File: config.mk
export PLATFORM = sky130hd
export DESIGN_NAME = cog_loader
export DESIGN_NICKNAME = d
export VERILOG_FILES = /design/src/rtl/cog_loader.sv
export SDC_FILE = /design/constraint.sdc
export NUM_CORES = 1
export LEC_CHECK = 0
export ABC_AREA = 1
export CORE_MARGIN = 4
export CORE_UTILIZATION = 40
export CTS_BUF_LIST = sky130_fd_sc_hd__clkbuf_8
export DETAILED_ROUTE_END_ITERATION = 16
export DONT_BUFFER_PORTS = 1
export SKIP_LAST_GASP = 1
export SLEW_MARGIN = 30
export SYNTH_ARGS = -nofsm -noshare
export SYNTH_HDL_FRONTEND = slang
export SYNTH_SLANG_ARGS = --single-unit
File: constraint.sdc
create_clock -name clk -period 4.6 [get_ports clk]
set_clock_uncertainty 0.2 [all_clocks]
set_input_delay 1.38 -clock clk [delete_from_list [all_inputs] [get_ports clk]]
set_output_delay 1.38 -clock clk [all_outputs]
set_load 0.01 [all_outputs]
File: src/rtl/cog_loader.sv
// Launch-time loader: copies LONGS longs from hub memory into cog RAM starting
// at CA_BASE, one req/ack hub read followed by one cog RAM write per long.
//
// state | meaning
// IDLE  | waiting for start; all strobes low
// FETCH | hub_req high at base+cnt until hub_ack; hub_q captured into dreg
// WRITE | dreg written to cog RAM at CA_BASE+cnt; cnt advances
// DONE  | one-cycle completion pulse, then back to IDLE
module cog_loader #(
  parameter int LONGS   = 496,
  parameter int CA_BASE = 0,
  parameter int HW      = 14
) (
  input  logic          clk,
  input  logic          res,
  input  logic          start,
  input  logic [HW-1:0] ptr,
  input  logic          abort,
  output logic          busy,
  output logic          done,
  output logic          hub_req,
  output logic [HW-1:0] hub_a,
  input  logic          hub_ack,
  input  logic [31:0]   hub_q,
  output logic          ram_ena,
  output logic          ram_w,
  output logic [8:0]    ram_a,
  output logic [31:0]   ram_d
);

  typedef enum logic [1:0] {IDLE, FETCH, WRITE, DONE} state_t;

  localparam logic [9:0] LAST = 10'(LONGS - 1);
  localparam logic [8:0] CA   = 9'(CA_BASE);

  state_t        state, state_nx;
  logic [HW-1:0] base;
  logic [HW-1:0] hub_a_r;
  logic [9:0]    cnt;
  logic [31:0]   dreg;
  logic [8:0]    ram_a_r;

  always_ff @(posedge clk) begin
    if (res) state <= IDLE;
    else     state <= state_nx;
  end

  always_comb begin
    state_nx = state;
    case (state)
      IDLE:  if (start && !abort) state_nx = FETCH;
      FETCH: begin
        if (abort)        state_nx = IDLE;
        else if (hub_ack) state_nx = WRITE;
      end
      WRITE: begin
        if (abort)            state_nx = IDLE;
        else if (cnt == LAST) state_nx = DONE;
        else                  state_nx = FETCH;
      end
      DONE:    state_nx = IDLE;
      default: state_nx = IDLE;
    endcase
  end

  // Addresses are registered one transition ahead so the buses come straight
  // from flops and simply hold their last value while idle.
  always_ff @(posedge clk) begin
    if (res) begin
      base    <= '0;
      cnt     <= '0;
      dreg    <= '0;
      hub_a_r <= '0;
      ram_a_r <= '0;
    end else begin
      case (state)
        IDLE: begin
          if (start && !abort) begin
            base    <= ptr;
            cnt     <= '0;
            hub_a_r <= ptr;
          end
        end
        FETCH: begin
          if (hub_ack && !abort) begin
            dreg    <= hub_q;
            ram_a_r <= CA + cnt[8:0];
          end
        end
        WRITE: begin
          if (!abort) begin
            cnt     <= cnt + 10'd1;
            hub_a_r <= base + HW'(cnt + 10'd1);
          end
        end
        default: ;
      endcase
    end
  end

  // Strobes are killed combinationally by abort, and by res so that no write
  // lands in the reset cycle.
  always_comb begin
    busy    = 1'b0;
    done    = 1'b0;
    hub_req = 1'b0;
    ram_ena = 1'b0;
    ram_w   = 1'b0;
    case (state)
      FETCH: begin
        busy    = 1'b1;
        hub_req = !abort && !res;
      end
      WRITE: begin
        busy    = 1'b1;
        ram_ena = !abort && !res;
        ram_w   = !abort && !res;
      end
      DONE:    done = 1'b1;
      default: ;
    endcase
  end

  assign hub_a = hub_a_r;
  assign ram_a = ram_a_r;
  assign ram_d = dreg;

endmodule
# --- Word-level counts from Yosys, hierarchy flattened ---
# Cells that the tools add are included.
word_totals:
  regBits: 81
  in_bits: 51
  output_inout_bits: 60
  wordCells: 44
op_classes:
  add_sub_neg: 3
  n_eq_ne: 7
  mux: 16
  reduce_logical: 12
op_table:
  columns: ["operator", "count"]
  rows:
  - ["$mux 14", 2]
  - ["$pmux 14 s2", 1]
  - ["$mux 10", 2]
  - ["$pmux 10 s2", 1]
  - ["$add 14x11->14", 1]
  - ["$add 10x1->11 const B", 1]
  - ["$add 10x1->10 const B", 1]
  - ["$eq 10x9->1 const B", 1]
  - ["$mux 2", 5]
  - ["$pmux 2 s4", 1]
  - ["$reduce_and 2->1", 3]
  - ["$eq 2x2->1 const B", 2]
  - ["$mux 1", 4]
  - ["$ne 2x2->1 const B", 2]
  - ["$logic_and 1x1->1", 3]
  - ["$ne 3x3->1 const B", 1]
  - ["$reduce_and 3->1", 1]
  - ["$eq 2x1->1 const B", 1]
  - ["$logic_not 1->1", 2]
  - ["$logic_not 2->1", 1]
  - ["$reduce_bool 2->1", 1]
  - ["$reduce_or 2->1", 1]

# --- Longest topological paths before layout ---
logic_depth:
  ltp_word: 4
  depth_mapped: 12
  ltp_nobuf: 12

# --- Worst setup path after synthesis ---
# Ideal clock, no wire load.
synth_path:
  path_kind: "input-to-output"
  startpoint: "input res"
  endpoint: "output ram_w"
  t_arrival_ns: 1.947
  required_time_ns: 3.020
  slack_ns: 1.073
  stages: 3
  n_path_buf: 2
  cell_sequence: "clkbuf_1 -> nor2_1 -> buf_4"
synth_via:
  elab_chain_cells: 3
synth_lines:
  columns: ["item", "line", "text"]
  rows:
  - ["start, declared", "15", "input logic res,"]
  - ["$logic_not 1->1", null, null]
  - ["$logic_and 1x1->1", null, null]
  - ["$mux 1", null, null]
  - ["end, declared", "26", "output logic ram_w,"]
# No other way between the ends.

# --- Final worst setup path ---
layout_path:
  startpoint: "register state[0]"
  endpoint: "output ram_w"
layout_via:
  elab_chain_cells: 2
layout_lines:
  columns: ["item", "line", "text"]
  rows:
  - ["start, declared", "36", "state_t state, state_nx;"]
  - ["start signal, assigned", "45", "else state <= state_nx;"]
  - ["$eq 2x2->1", null, null]
  - ["$mux 1", null, null]
# No other way between the ends.

==> metrics.txt <==
outcome=complete, no violations; worst-case clock buffer depth=2; root buf cell=clkbuf_8; Synth Warn #=0; TritonCTS Buffers=9; synthesized area=3880 sq um; WP buf/inv=1; GRT Util Overall=17.2%; antenna viol nets, final=0; Clk Latency, worst-skew pair=350 ps; register area share after synthesis=41.8%; Main synth FF type=dfxtp_1; Post-synth EDFFs=0; fin crit share=83.5%; Initial DRT Pass Iterations=4; Core Footprint=9330 sq um; CP peak stage delay=760 ps; Clock Sinks=81; synthesized area per cell=7.03 sq um; Worst Hold Class=flop to flop; Layout Nets=611; cell area after placement=3980 sq um; io pins=111; ANT cells=0; DRC viols=0; Final Hold Viols=0; asr flop ratio synth=0%; PortBufs=0; design area=4190 sq um; postcts setup bufs=0; Total Power=1530 uW; Die Width=106 um; final slew viol count=0; H-tree depth=3; post-synthesis register bit count=81; Crit-path slowest cell=ha_1; CTS resizes=0; gp weighted congestion=0.842; Yosys top cell area share=41.8%; vias in the first global route=3279; total congestion overflow=0; slew of the pin with the lowest slew margin=899 ps; DIE AREA=11300 sq um; startpoint class of the critical path=flop; share of cells above drive strength 1=5.66%; Detailed Place HPWL=7070 um; critical-path cell list=inv_1, ha_1, nand2_1, nor2_1; RSZ-0062 raised after global routing=false; Clock transition at path regs=90 ps; Netlist cell types=31; initial antenna violation count=0; critical path class=flop to output pin; Post-CTS Hold Fix Bufs=0; crit path DAT=2260 ps; synth top area cells=dfxtp_1 42%, a21oi_1 10%, o21ai_0 9.0%; Initial Utilization=41.6%; Power Dens Cells=366 nW/um^2; Final Critical Period=3840 ps; fillcell total=991; area leader, netlist=dfxtp_1; Static Leak=0.00167 uW; Synth top cells by count=84 x inv_1, 84 x nand2_1, 81 x dfxtp_1, 80 x a21oi_1, 70 x o21ai_0; Top delay family on crit path=adder cells; Die Ht=106 um; area delta synth->final=7.87%; CP Max Fanout=23; first-pass GRT wire length=15800 um; final wirelength=9620 um; worst vdd ir=0.000184 V; max-cap violations=0; post-DR vias/cell=4.98; Setup violations, final=0; Syn Inst Count=552; Routed wire per std cell=14.2 um; worst path required time=3020 ps; CTS tree=yes; Slew headroom=40.1%; pin count of the biggest net entering global routing=44; setup TNS=0 ps; Post-Syn Nets=620; DRT iter0 DRCs=219; Worst setup EP type=output pin; f_max=260 MHz; FP Rows=35; total number of vias=3369
[through the flow]
stage,util (%),instances,setup WS [ps],hold slack [ps]
finish,44.9,677,761,277
global route,44.9,677,488,305
CTS,44.9,677,695,279
detailed placement,42.7,661,1010,266
global placement,42.7,661,1040,256
floorplan,-,552,1070,235
[kinds of logic after synthesis]
kind of cell    synth area share [%]
compound gates                  21.1
xor+xnor                        1.13
fa+ha+maj                       5.68
buf+inv                         10.9
flops                           41.8
simple gates                    19.4
[where the power goes]
group	switching, uW	internal, uW	total, uW
combinational	119	59.0	178
clock	285	260	545
sequential	55.3	754	810
total	460	1070	1530
[tightest hold or removal path: cells and delay by family, from the launching register on]
kind                   cells  cell delay (ps)
AO/OA/AOI/OAI              1               60
buffers and inverters      1               60
flip-flops                 1              320
[layout by cell type, fill, tap and decap left out, drive strengths merged]
master | synthesis | layout
nand4 | 3 | 3
fa | 1 | 1
and2 | 1 | 1
dfxtp | 81 | 81
nor2 | 55 | 55
a31oi | 1 | 1
bufinv | 0 | 1
inv | 86 | 90
o21bai | 1 | 1
clkinvlp | 0 | 2
ha | 16 | 16
nor3 | 8 | 8
clkinv | 1 | 1
buf | 4 | 4
xnor2 | 1 | 1
nand2 | 87 | 87
a221oi | 1 | 1
o21ai | 72 | 72
a21oi | 80 | 80
clkbuf | 20 | 9
nand3 | 25 | 25
xor2 | 4 | 4
a211oi | 3 | 3
a21boi | 1 | 1
[layout make-up]
type	instances	area (sq um)	share of cell area (%)
Clock buffer	9	124	2.96
Clock inverter	7	82.6	1.97
Inverter	87	327	7.80
Multi-Input combinational cell	360	1840	43.9
Sequential cell	81	1620	38.7
Tap cell	129	161	3.86
Timing Repair Buffer	4	30.0	0.717
[final timing paths]
path,start,to,slack (ps),depth (start not counted)
min reg2reg,base[13]$_SDFFE_PP0P_,base[13]$_SDFFE_PP0P_,280,2
max reg2reg,state[0]$_SDFFE_PP0P_,cnt[7]$_SDFFE_PP0P_,1600,11
min,base[13]$_SDFFE_PP0P_,base[13]$_SDFFE_PP0P_,280,2
max,state[0]$_SDFFE_PP0P_,ram_w,760,4
[state kept, by name (all words and copies together), names as in the netlist]
name and cells:
state 2, ram_a 9, base 14, cnt 10, ram_d 32, hub_a 14
[per-layer routing]
| metal | part of all wire [%] | vias up | global-route usage, % |
|---|---|---|---|
| met5 | 0 | - | 0 |
| met3 | 7.9 | 7 | 6.74 |
| li1 | - | 1760 | - |
| met2 | 47 | 89 | 28.8 |
| met1 | 44 | 1513 | 20.7 |
| met4 | 0.77 | 0 | 4.38 |
No activity file was read; power rests on OpenSTA's default activity.
